### config.mk
export PLATFORM = sky130hd
export DESIGN_NAME = dmem_arbiter_flat
export DESIGN_NICKNAME = d
export VERILOG_FILES = /design/src/rtl/dmem_arbiter_if.sv /design/src/rtl/dmem_arbiter.sv /design/src/flat_wrapper.sv
export SDC_FILE = /design/constraint.sdc
export NUM_CORES = 1
export LEC_CHECK = 0
export CORE_MARGIN = 1.5
export CORE_UTILIZATION = 35
export DETAILED_ROUTE_END_ITERATION = 6
export GPL_TIMING_DRIVEN = 1
export PLACE_DENSITY = 0.69
export SETUP_SLACK_MARGIN = 0.2
export SYNTH_ARGS = -nofsm -noshare
export SYNTH_HDL_FRONTEND = slang
export SYNTH_SLANG_ARGS = --single-unit
### constraint.sdc
create_clock -name clk -period 4.52 [get_ports clk]
set_clock_uncertainty 0.1 [all_clocks]
set_input_delay 0.452 -clock clk [delete_from_list [all_inputs] [get_ports clk]]
set_output_delay 0.452 -clock clk [all_outputs]
set_load 0.1 [all_outputs]
### src/rtl/dmem_arbiter_if.sv
// dmem_arbiter_if: bundle of the two requester ports and the data-memory
// port of dmem_arbiter.
//
// Handshake: a requester raises pN_req with we/size/uns/addr/wdata and holds
// them unchanged until it sees pN_ack. pN_ack is a one-cycle pulse, and
// pN_err is valid in that same cycle. On the edge after ack, the requester
// either drops req or presents the next request. pN_rdata holds the last
// successful load result until the next ack on that port.
//
// Memory side: mem_rdata is the combinational read of the word at mem_addr.
// The word at mem_addr is written with mem_wdata at the clock edge while
// mem_we is high.
//
// dbg_state exposes the arbiter FSM state for observation.
//
// Modports:
//   slave  - the arbiter
//   master - requesters plus the memory model (the environment)
interface dmem_arbiter_if #(
  parameter int ADDR_W = 32
);
  logic              p0_req;
  logic              p0_we;
  logic [1:0]        p0_size;
  logic              p0_uns;
  logic [ADDR_W-1:0] p0_addr;
  logic [31:0]       p0_wdata;
  logic              p0_ack;
  logic              p0_err;
  logic [31:0]       p0_rdata;

  logic              p1_req;
  logic              p1_we;
  logic [1:0]        p1_size;
  logic              p1_uns;
  logic [ADDR_W-1:0] p1_addr;
  logic [31:0]       p1_wdata;
  logic              p1_ack;
  logic              p1_err;
  logic [31:0]       p1_rdata;

  logic              mem_we;
  logic [ADDR_W-1:0] mem_addr;
  logic [31:0]       mem_wdata;
  logic [31:0]       mem_rdata;

  logic [1:0]        dbg_state;

  modport slave (
    input  p0_req, p0_we, p0_size, p0_uns, p0_addr, p0_wdata,
    input  p1_req, p1_we, p1_size, p1_uns, p1_addr, p1_wdata,
    input  mem_rdata,
    output p0_ack, p0_err, p0_rdata,
    output p1_ack, p1_err, p1_rdata,
    output mem_we, mem_addr, mem_wdata,
    output dbg_state
  );

  modport master (
    output p0_req, p0_we, p0_size, p0_uns, p0_addr, p0_wdata,
    output p1_req, p1_we, p1_size, p1_uns, p1_addr, p1_wdata,
    output mem_rdata,
    input  p0_ack, p0_err, p0_rdata,
    input  p1_ack, p1_err, p1_rdata,
    input  mem_we, mem_addr, mem_wdata,
    input  dbg_state
  );
endinterface

### src/rtl/dmem_arbiter.sv
// dmem_arbiter: two-port arbiter and sequencer in front of a byte-addressed,
// little-endian data memory. The memory has a combinational word read, a
// synchronous word write, and no byte enables.
//
// Port 0 is the core load/store unit. Port 1 is the debug/loader master.
// The arbiter checks alignment and range, extracts bytes and halves with
// sign or zero extension, and performs read-modify-write for sub-word stores.
//
// Ports:
//   clk  - clock, rising edge
//   rst  - asynchronous, active-low reset
//   bus  - dmem_arbiter_if.slave (requester ports, memory port, dbg_state)
//
// Build option: DMEM_ARB_FIXED_PRIO_EN
//   Defined:   port 0 always wins simultaneous requests, so port 1 can starve.
//   Undefined: round-robin between the two ports.
module dmem_arbiter #(
  parameter int MEM_BYTES = 1024,
  parameter int ADDR_W    = 32
) (
  input logic           clk,
  input logic           rst,
  dmem_arbiter_if.slave bus
);

  localparam logic [1:0] S_IDLE     = 2'd0;
  localparam logic [1:0] S_ACCESS   = 2'd1;
  localparam logic [1:0] S_MERGE_WR = 2'd2;
  localparam logic [1:0] S_RESP     = 2'd3;

  localparam logic [ADDR_W-1:0] LAST_ADDR = ADDR_W'(MEM_BYTES - 4);

  logic [1:0]        state;
  logic              t_port;
  logic              t_we;
  logic              t_uns;
  logic [1:0]        t_size;
  logic [ADDR_W-1:0] t_addr;
  logic [31:0]       t_wdata;
  logic [31:0]       merged;
  logic              ack0, ack1, err0, err1;
  logic [31:0]       rdata0, rdata1;

  // Grant selection, evaluated in IDLE.
  logic grant1;
`ifdef DMEM_ARB_FIXED_PRIO_EN
  assign grant1 = bus.p1_req & ~bus.p0_req;
`else
  // prio names the port that wins a tie. It is always the port that was
  // not granted last, and it resets to 0 so port 0 is favoured first.
  logic prio;
  assign grant1 = bus.p1_req & (~bus.p0_req | prio);
`endif

  logic              any_req;
  logic              g_we, g_uns, g_err;
  logic [1:0]        g_size;
  logic [ADDR_W-1:0] g_addr;
  logic [31:0]       g_wdata;

  assign any_req = bus.p0_req | bus.p1_req;
  assign g_we    = grant1 ? bus.p1_we    : bus.p0_we;
  assign g_uns   = grant1 ? bus.p1_uns   : bus.p0_uns;
  assign g_size  = grant1 ? bus.p1_size  : bus.p0_size;
  assign g_addr  = grant1 ? bus.p1_addr  : bus.p0_addr;
  assign g_wdata = grant1 ? bus.p1_wdata : bus.p0_wdata;

  // A rejected request never reaches the memory.
  assign g_err = (g_size == 2'b11)
               | ((g_size == 2'b01) & g_addr[0])
               | ((g_size == 2'b10) & (g_addr[1:0] != 2'b00))
               | (g_addr > LAST_ADDR);

  logic [ADDR_W-1:0] word_addr;
  logic              word_store;

  assign word_addr  = {t_addr[ADDR_W-1:2], 2'b00};
  assign word_store = t_we & (t_size == 2'b10);

  // Lane extraction for loads and lane insertion for sub-word stores.
  logic [7:0]  ld_byte;
  logic [15:0] ld_half;
  logic [31:0] load_val;
  logic [31:0] merge_val;

  always_comb begin
    ld_byte   = bus.mem_rdata[{t_addr[1:0], 3'b000} +: 8];
    ld_half   = bus.mem_rdata[{t_addr[1], 4'b0000} +: 16];
    load_val  = bus.mem_rdata;
    merge_val = bus.mem_rdata;
    case (t_size)
      2'b00: begin
        load_val = {{24{ld_byte[7] & ~t_uns}}, ld_byte};
        merge_val[{t_addr[1:0], 3'b000} +: 8] = t_wdata[7:0];
      end
      2'b01: begin
        load_val = {{16{ld_half[15] & ~t_uns}}, ld_half};
        merge_val[{t_addr[1], 4'b0000} +: 16] = t_wdata[15:0];
      end
      default: ;
    endcase
  end

  // The memory bus is driven only in ACCESS and MERGE_WR; it is 0 otherwise.
  always_comb begin
    bus.mem_we    = 1'b0;
    bus.mem_addr  = '0;
    bus.mem_wdata = '0;
    case (state)
      S_ACCESS: begin
        bus.mem_addr = word_addr;
        if (word_store) begin
          bus.mem_we    = 1'b1;
          bus.mem_wdata = t_wdata;
        end
      end
      S_MERGE_WR: begin
        bus.mem_addr  = word_addr;
        bus.mem_we    = 1'b1;
        bus.mem_wdata = merged;
      end
      default: ;
    endcase
  end

  // ack/err are registered on entry to RESP, so they are high for exactly
  // the RESP cycle.
  always_ff @(posedge clk or negedge rst) begin
    if (!rst) begin
      state   <= S_IDLE;
      t_port  <= 1'b0;
      t_we    <= 1'b0;
      t_uns   <= 1'b0;
      t_size  <= 2'b00;
      t_addr  <= '0;
      t_wdata <= '0;
      merged  <= '0;
      ack0    <= 1'b0;
      ack1    <= 1'b0;
      err0    <= 1'b0;
      err1    <= 1'b0;
      rdata0  <= '0;
      rdata1  <= '0;
`ifndef DMEM_ARB_FIXED_PRIO_EN
      prio    <= 1'b0;
`endif
    end else begin
      ack0 <= 1'b0;
      ack1 <= 1'b0;
      err0 <= 1'b0;
      err1 <= 1'b0;
      case (state)
        S_IDLE: begin
          if (any_req) begin
            t_port  <= grant1;
            t_we    <= g_we;
            t_uns   <= g_uns;
            t_size  <= g_size;
            t_addr  <= g_addr;
            t_wdata <= g_wdata;
`ifndef DMEM_ARB_FIXED_PRIO_EN
            prio    <= ~grant1;
`endif
            if (g_err) begin
              {ack1, ack0} <= grant1 ? 2'b10 : 2'b01;
              {err1, err0} <= grant1 ? 2'b10 : 2'b01;
              state        <= S_RESP;
            end else begin
              state <= S_ACCESS;
            end
          end
        end
        S_ACCESS: begin
          if (!t_we) begin
            if (t_port) rdata1 <= load_val;
            else        rdata0 <= load_val;
            {ack1, ack0} <= t_port ? 2'b10 : 2'b01;
            state        <= S_RESP;
          end else if (word_store) begin
            {ack1, ack0} <= t_port ? 2'b10 : 2'b01;
            state        <= S_RESP;
          end else begin
            merged <= merge_val;
            state  <= S_MERGE_WR;
          end
        end
        S_MERGE_WR: begin
          {ack1, ack0} <= t_port ? 2'b10 : 2'b01;
          state        <= S_RESP;
        end
        default: state <= S_IDLE;
      endcase
    end
  end

  assign bus.p0_ack    = ack0;
  assign bus.p1_ack    = ack1;
  assign bus.p0_err    = err0;
  assign bus.p1_err    = err1;
  assign bus.p0_rdata  = rdata0;
  assign bus.p1_rdata  = rdata1;
  assign bus.dbg_state = state;

endmodule

### src/flat_wrapper.sv
// flat-port wrapper written by rule: the top's interface ports become plain ports
module dmem_arbiter_flat 
#(
  parameter int MEM_BYTES = 1024,
  parameter int ADDR_W    = 32
)
  (clk, rst, bus_p0_req, bus_p0_we, bus_p0_size, bus_p0_uns, bus_p0_addr, bus_p0_wdata, bus_p1_req, bus_p1_we, bus_p1_size, bus_p1_uns, bus_p1_addr, bus_p1_wdata, bus_mem_rdata, bus_p0_ack, bus_p0_err, bus_p0_rdata, bus_p1_ack, bus_p1_err, bus_p1_rdata, bus_mem_we, bus_mem_addr, bus_mem_wdata, bus_dbg_state);
  dmem_arbiter_if #(.ADDR_W(ADDR_W)) bus_i ();
  input logic clk;
  input logic rst;
  input wire logic [$bits(bus_i.p0_req)-1:0] bus_p0_req;
  input wire logic [$bits(bus_i.p0_we)-1:0] bus_p0_we;
  input wire logic [$bits(bus_i.p0_size)-1:0] bus_p0_size;
  input wire logic [$bits(bus_i.p0_uns)-1:0] bus_p0_uns;
  input wire logic [$bits(bus_i.p0_addr)-1:0] bus_p0_addr;
  input wire logic [$bits(bus_i.p0_wdata)-1:0] bus_p0_wdata;
  input wire logic [$bits(bus_i.p1_req)-1:0] bus_p1_req;
  input wire logic [$bits(bus_i.p1_we)-1:0] bus_p1_we;
  input wire logic [$bits(bus_i.p1_size)-1:0] bus_p1_size;
  input wire logic [$bits(bus_i.p1_uns)-1:0] bus_p1_uns;
  input wire logic [$bits(bus_i.p1_addr)-1:0] bus_p1_addr;
  input wire logic [$bits(bus_i.p1_wdata)-1:0] bus_p1_wdata;
  input wire logic [$bits(bus_i.mem_rdata)-1:0] bus_mem_rdata;
  output wire logic [$bits(bus_i.p0_ack)-1:0] bus_p0_ack;
  output wire logic [$bits(bus_i.p0_err)-1:0] bus_p0_err;
  output wire logic [$bits(bus_i.p0_rdata)-1:0] bus_p0_rdata;
  output wire logic [$bits(bus_i.p1_ack)-1:0] bus_p1_ack;
  output wire logic [$bits(bus_i.p1_err)-1:0] bus_p1_err;
  output wire logic [$bits(bus_i.p1_rdata)-1:0] bus_p1_rdata;
  output wire logic [$bits(bus_i.mem_we)-1:0] bus_mem_we;
  output wire logic [$bits(bus_i.mem_addr)-1:0] bus_mem_addr;
  output wire logic [$bits(bus_i.mem_wdata)-1:0] bus_mem_wdata;
  output wire logic [$bits(bus_i.dbg_state)-1:0] bus_dbg_state;
  assign bus_i.p0_req = bus_p0_req;
  assign bus_i.p0_we = bus_p0_we;
  assign bus_i.p0_size = bus_p0_size;
  assign bus_i.p0_uns = bus_p0_uns;
  assign bus_i.p0_addr = bus_p0_addr;
  assign bus_i.p0_wdata = bus_p0_wdata;
  assign bus_i.p1_req = bus_p1_req;
  assign bus_i.p1_we = bus_p1_we;
  assign bus_i.p1_size = bus_p1_size;
  assign bus_i.p1_uns = bus_p1_uns;
  assign bus_i.p1_addr = bus_p1_addr;
  assign bus_i.p1_wdata = bus_p1_wdata;
  assign bus_i.mem_rdata = bus_mem_rdata;
  assign bus_p0_ack = bus_i.p0_ack;
  assign bus_p0_err = bus_i.p0_err;
  assign bus_p0_rdata = bus_i.p0_rdata;
  assign bus_p1_ack = bus_i.p1_ack;
  assign bus_p1_err = bus_i.p1_err;
  assign bus_p1_rdata = bus_i.p1_rdata;
  assign bus_mem_we = bus_i.mem_we;
  assign bus_mem_addr = bus_i.mem_addr;
  assign bus_mem_wdata = bus_i.mem_wdata;
  assign bus_dbg_state = bus_i.dbg_state;
  dmem_arbiter #(.MEM_BYTES(MEM_BYTES), .ADDR_W(ADDR_W)) u_core (.clk(clk), .rst(rst), .bus(bus_i));
endmodule
==> reports/metrics.cfg <==
[detailed_routing]
wl_per_cell_um=20.23
routed_wl_um=33880
drtAntennaViolNets=0
viasPerCell=5.533
drc=0
vias=9267
initialDrtViolationCount=999
drtPass1Iterations=6

[setup_path]
crit_chain=inv_1, ha_1, nand2_1, nor2_2, buf_4, a22oi_1, nor2b_1, buf_4
rrSetupSlack_ns=1.61
crit_family=simple AND/OR/NAND/NOR gates
critPathMostFrequentCell=buf_4
max_stage_delay_ns=0.65
start_kind=register
path_class=reg2out
cp.arrival_ns=2.89
required_ns=3.97
slowest_stage=nor2_2
worst_setup_path_end_kind=output pin
crit_buf_inv=3
crit_fanout=18

[yosys]
ys_types=50
synthFlopType=dfrtp_1
yosysSeqAreaShare=0.4468
yosysWarnings=0
synth-seq-cells=172
syn-cell-area_um2=9633
synth_edf_count=0
synth-async-reset-ratio=1.000
syn-mean-instance-area_um2=8.911
syn_inst=1081

[global_route]
grt_first_pass_wirelength_um=51330
antenna_found_initial=0
grt_max_degree=97
overflow=0
grt.total_usage=0.2333
grt_pass1_vias=8789

[placed_design]
dp_hpwl_um=24620
port_buffers=304
dp_slack_ns=1.577
place_area_um2=12710
gp_congestion=0.9287

[run]
maxCapViolCount=0

[die]
row_count=60
coreArea_um2=26950
start_util=0.3574
die_h_um=168.9
die_area_um2=28530
pin_count=307
die_x_um=168.9

[cells_and_area]
antenna_cells=0
utilization=0.4931
regArea_um2=4305
drive_above_1_share=0.1094
syn_to_final_growth_pct=37.97
multiInputGateArea_um2=4850
nFillCells=2567
final_cell_area_um2=13290
fin_nets=1503

[sta]
hold_violations=0
timing.fmax_mhz=290.5
slew_headroom=0.1843
rsz0062_at_grt=false
worst_slack_ns=1.077
period_share=0.7617
setup_tns_ns=0
min_period_ns=3.443
setup_viol=0
tightest_slew_ns=1.214
drv_slew=0

[clock_tree]
post_cts_buffers=0
cts-root-buf=clkbuf_16
clkTransAtPathRegs_ns=0.07
cts.path.max_buffers=2
cts_sinks=172
clk_latency_ns=0.43
cts_tree=built
cts-htree-levels=4
numCtsBuffers=17

[hold_path]
min_path_type=reg2reg

[status]
status=completed

==> kinds of logic after synthesis <==
family | count (synthesis) | share of synthesized area
other | 1 | 0.0003893
multiplexers | 38 | 0.04117
AO/OA/AOI/OAI | 400 | 0.2863
buffers and inverters | 131 | 0.05546
flip-flops | 172 | 0.4468
AND/OR/NAND/NOR | 330 | 0.1582
adder cells (fa/ha/maj) | 9 | 0.01169
==> synthesized netlist by cell type, types with 3 or more instances <==
cell type | number | share of area
buf_2 | 13 | 0.0068
and4_1 | 3 | 0.0027
clkbuf_1 | 75 | 0.029
dfrtp_1 | 172 | 0.45
mux2i_1 | 34 | 0.035
o21ai_2 | 3 | 0.0027
o22ai_1 | 8 | 0.0052
nor2_1 | 110 | 0.043
ha_1 | 9 | 0.012
o21ai_0 | 94 | 0.049
buf_4 | 3 | 0.0023
nor4_1 | 10 | 0.0065
a221oi_1 | 41 | 0.037
mux2_2 | 3 | 0.0035
a21oi_1 | 81 | 0.042
inv_1 | 31 | 0.012
nor2b_1 | 42 | 0.027
a22o_1 | 71 | 0.065
a2bb2oi_1 | 23 | 0.021
and2_1 | 30 | 0.019
nand4_1 | 3 | 0.0019
nand2_1 | 117 | 0.046
a211oi_1 | 3 | 0.0023
buf_1 | 6 | 0.0023
nor3_1 | 5 | 0.0026
a22oi_1 | 36 | 0.028
o21ai_1 | 10 | 0.0052
a21oi_2 | 15 | 0.014
a222oi_1 | 7 | 0.0073
==> worst reg2reg max path, delay by kind of cell (launching register included) <==
family | cells | cell delay [ns]
and+or+nand+nor | 3 | 1.14
AOI/OAI and AO/OA | 3 | 0.49
adders and majority gates | 1 | 0.47
DFF | 1 | 0.35
buffers and inverters | 1 | 0.29
==> what timing repair did <==
action | 4_1_cts | 5_1_grt
hold endpoints to repair | 69 | 0
resized for setup | 0 | 0
hold buffers | 1 | 0
==> layer usage <==
metal	track usage	vias up	part of all wire
met4	0.07220	2	0.024
met5	0	-	0.00065
met1	0.3305	4478	0.46
met2	0.3511	356	0.44
met3	0.05611	56	0.071
li1	-	4375	-
==> path summary, 6_finish.rpt <==
path,from,to,cells after the start
setup / recovery,u_core.bus.dbg_state[1]$_DFFE_PN0P_,bus_mem_wdata[20],8
hold / removal,u_core.t_addr[7]$_DFFE_PN0P_,u_core.t_addr[7]$_DFFE_PN0P_,2
setup reg to reg,u_core.t_addr[1]$_DFFE_PN0P_,u_core.merged[11]$_DFFE_PN0P_,8
hold reg to reg,u_core.t_addr[7]$_DFFE_PN0P_,u_core.t_addr[7]$_DFFE_PN0P_,2
max in group asynchronous,rst,u_core.t_size[1]$_DFFE_PN0P_,3
min in group asynchronous,rst,u_core.bus.p0_rdata[21]$_DFFE_PN0P_,2
==> metrics by stage <==
stage / instances / hold WS, ns
after floorplan: 1082 / 0.05641
after global placement: 1643 / 0.3566
after detailed placement: 1643 / 0.3626
after CTS: 1675 / 0.3784
after global routing: 1675 / 0.3983
final: 1675 / 0.3719
==> cell type report <==
cell class	count	area share
Timing Repair Buffer	320	0.2274
Inverter	32	0.009038
Clock inverter	12	0.009320
Clock buffer	19	0.03333
Sequential cell	172	0.3240
Multi-Input combinational cell	779	0.3649
Tap cell	341	0.03210
==> sequential cells by signal, indices dropped and copies added, names as in the netlist, 2 cells and up <==
| name | flops |
|---|---|
| u_core.bus.dbg_state | 2 |
| u_core.bus.p0_rdata | 32 |
| u_core.bus.p1_rdata | 32 |
| u_core.merged | 32 |
| u_core.t_addr | 32 |
| u_core.t_size | 2 |
| u_core.t_wdata | 32 |
==> placed cells by master (no fill, tap or decap), drive strengths merged, types with 8 or more instances in the layout <==
cell | Yosys | final
a21oi | 96 | 96
a221oi | 41 | 41
a22o | 71 | 71
a22oi | 36 | 36
a2bb2oi | 23 | 23
and2 | 30 | 30
buf | 24 | 79
clkbuf | 75 | 19
clkdlybuf4s50 | 0 | 240
dfrtp | 172 | 172
ha | 9 | 9
inv | 31 | 39
mux2i | 34 | 34
nand2 | 117 | 117
nor2 | 110 | 110
nor2b | 42 | 42
nor4 | 10 | 10
o21ai | 107 | 107
o22ai | 8 | 8
Power is left out: the tool's default activity adds up to more than one toggle a clock period on the data nets, which glitch-free logic cannot reach.
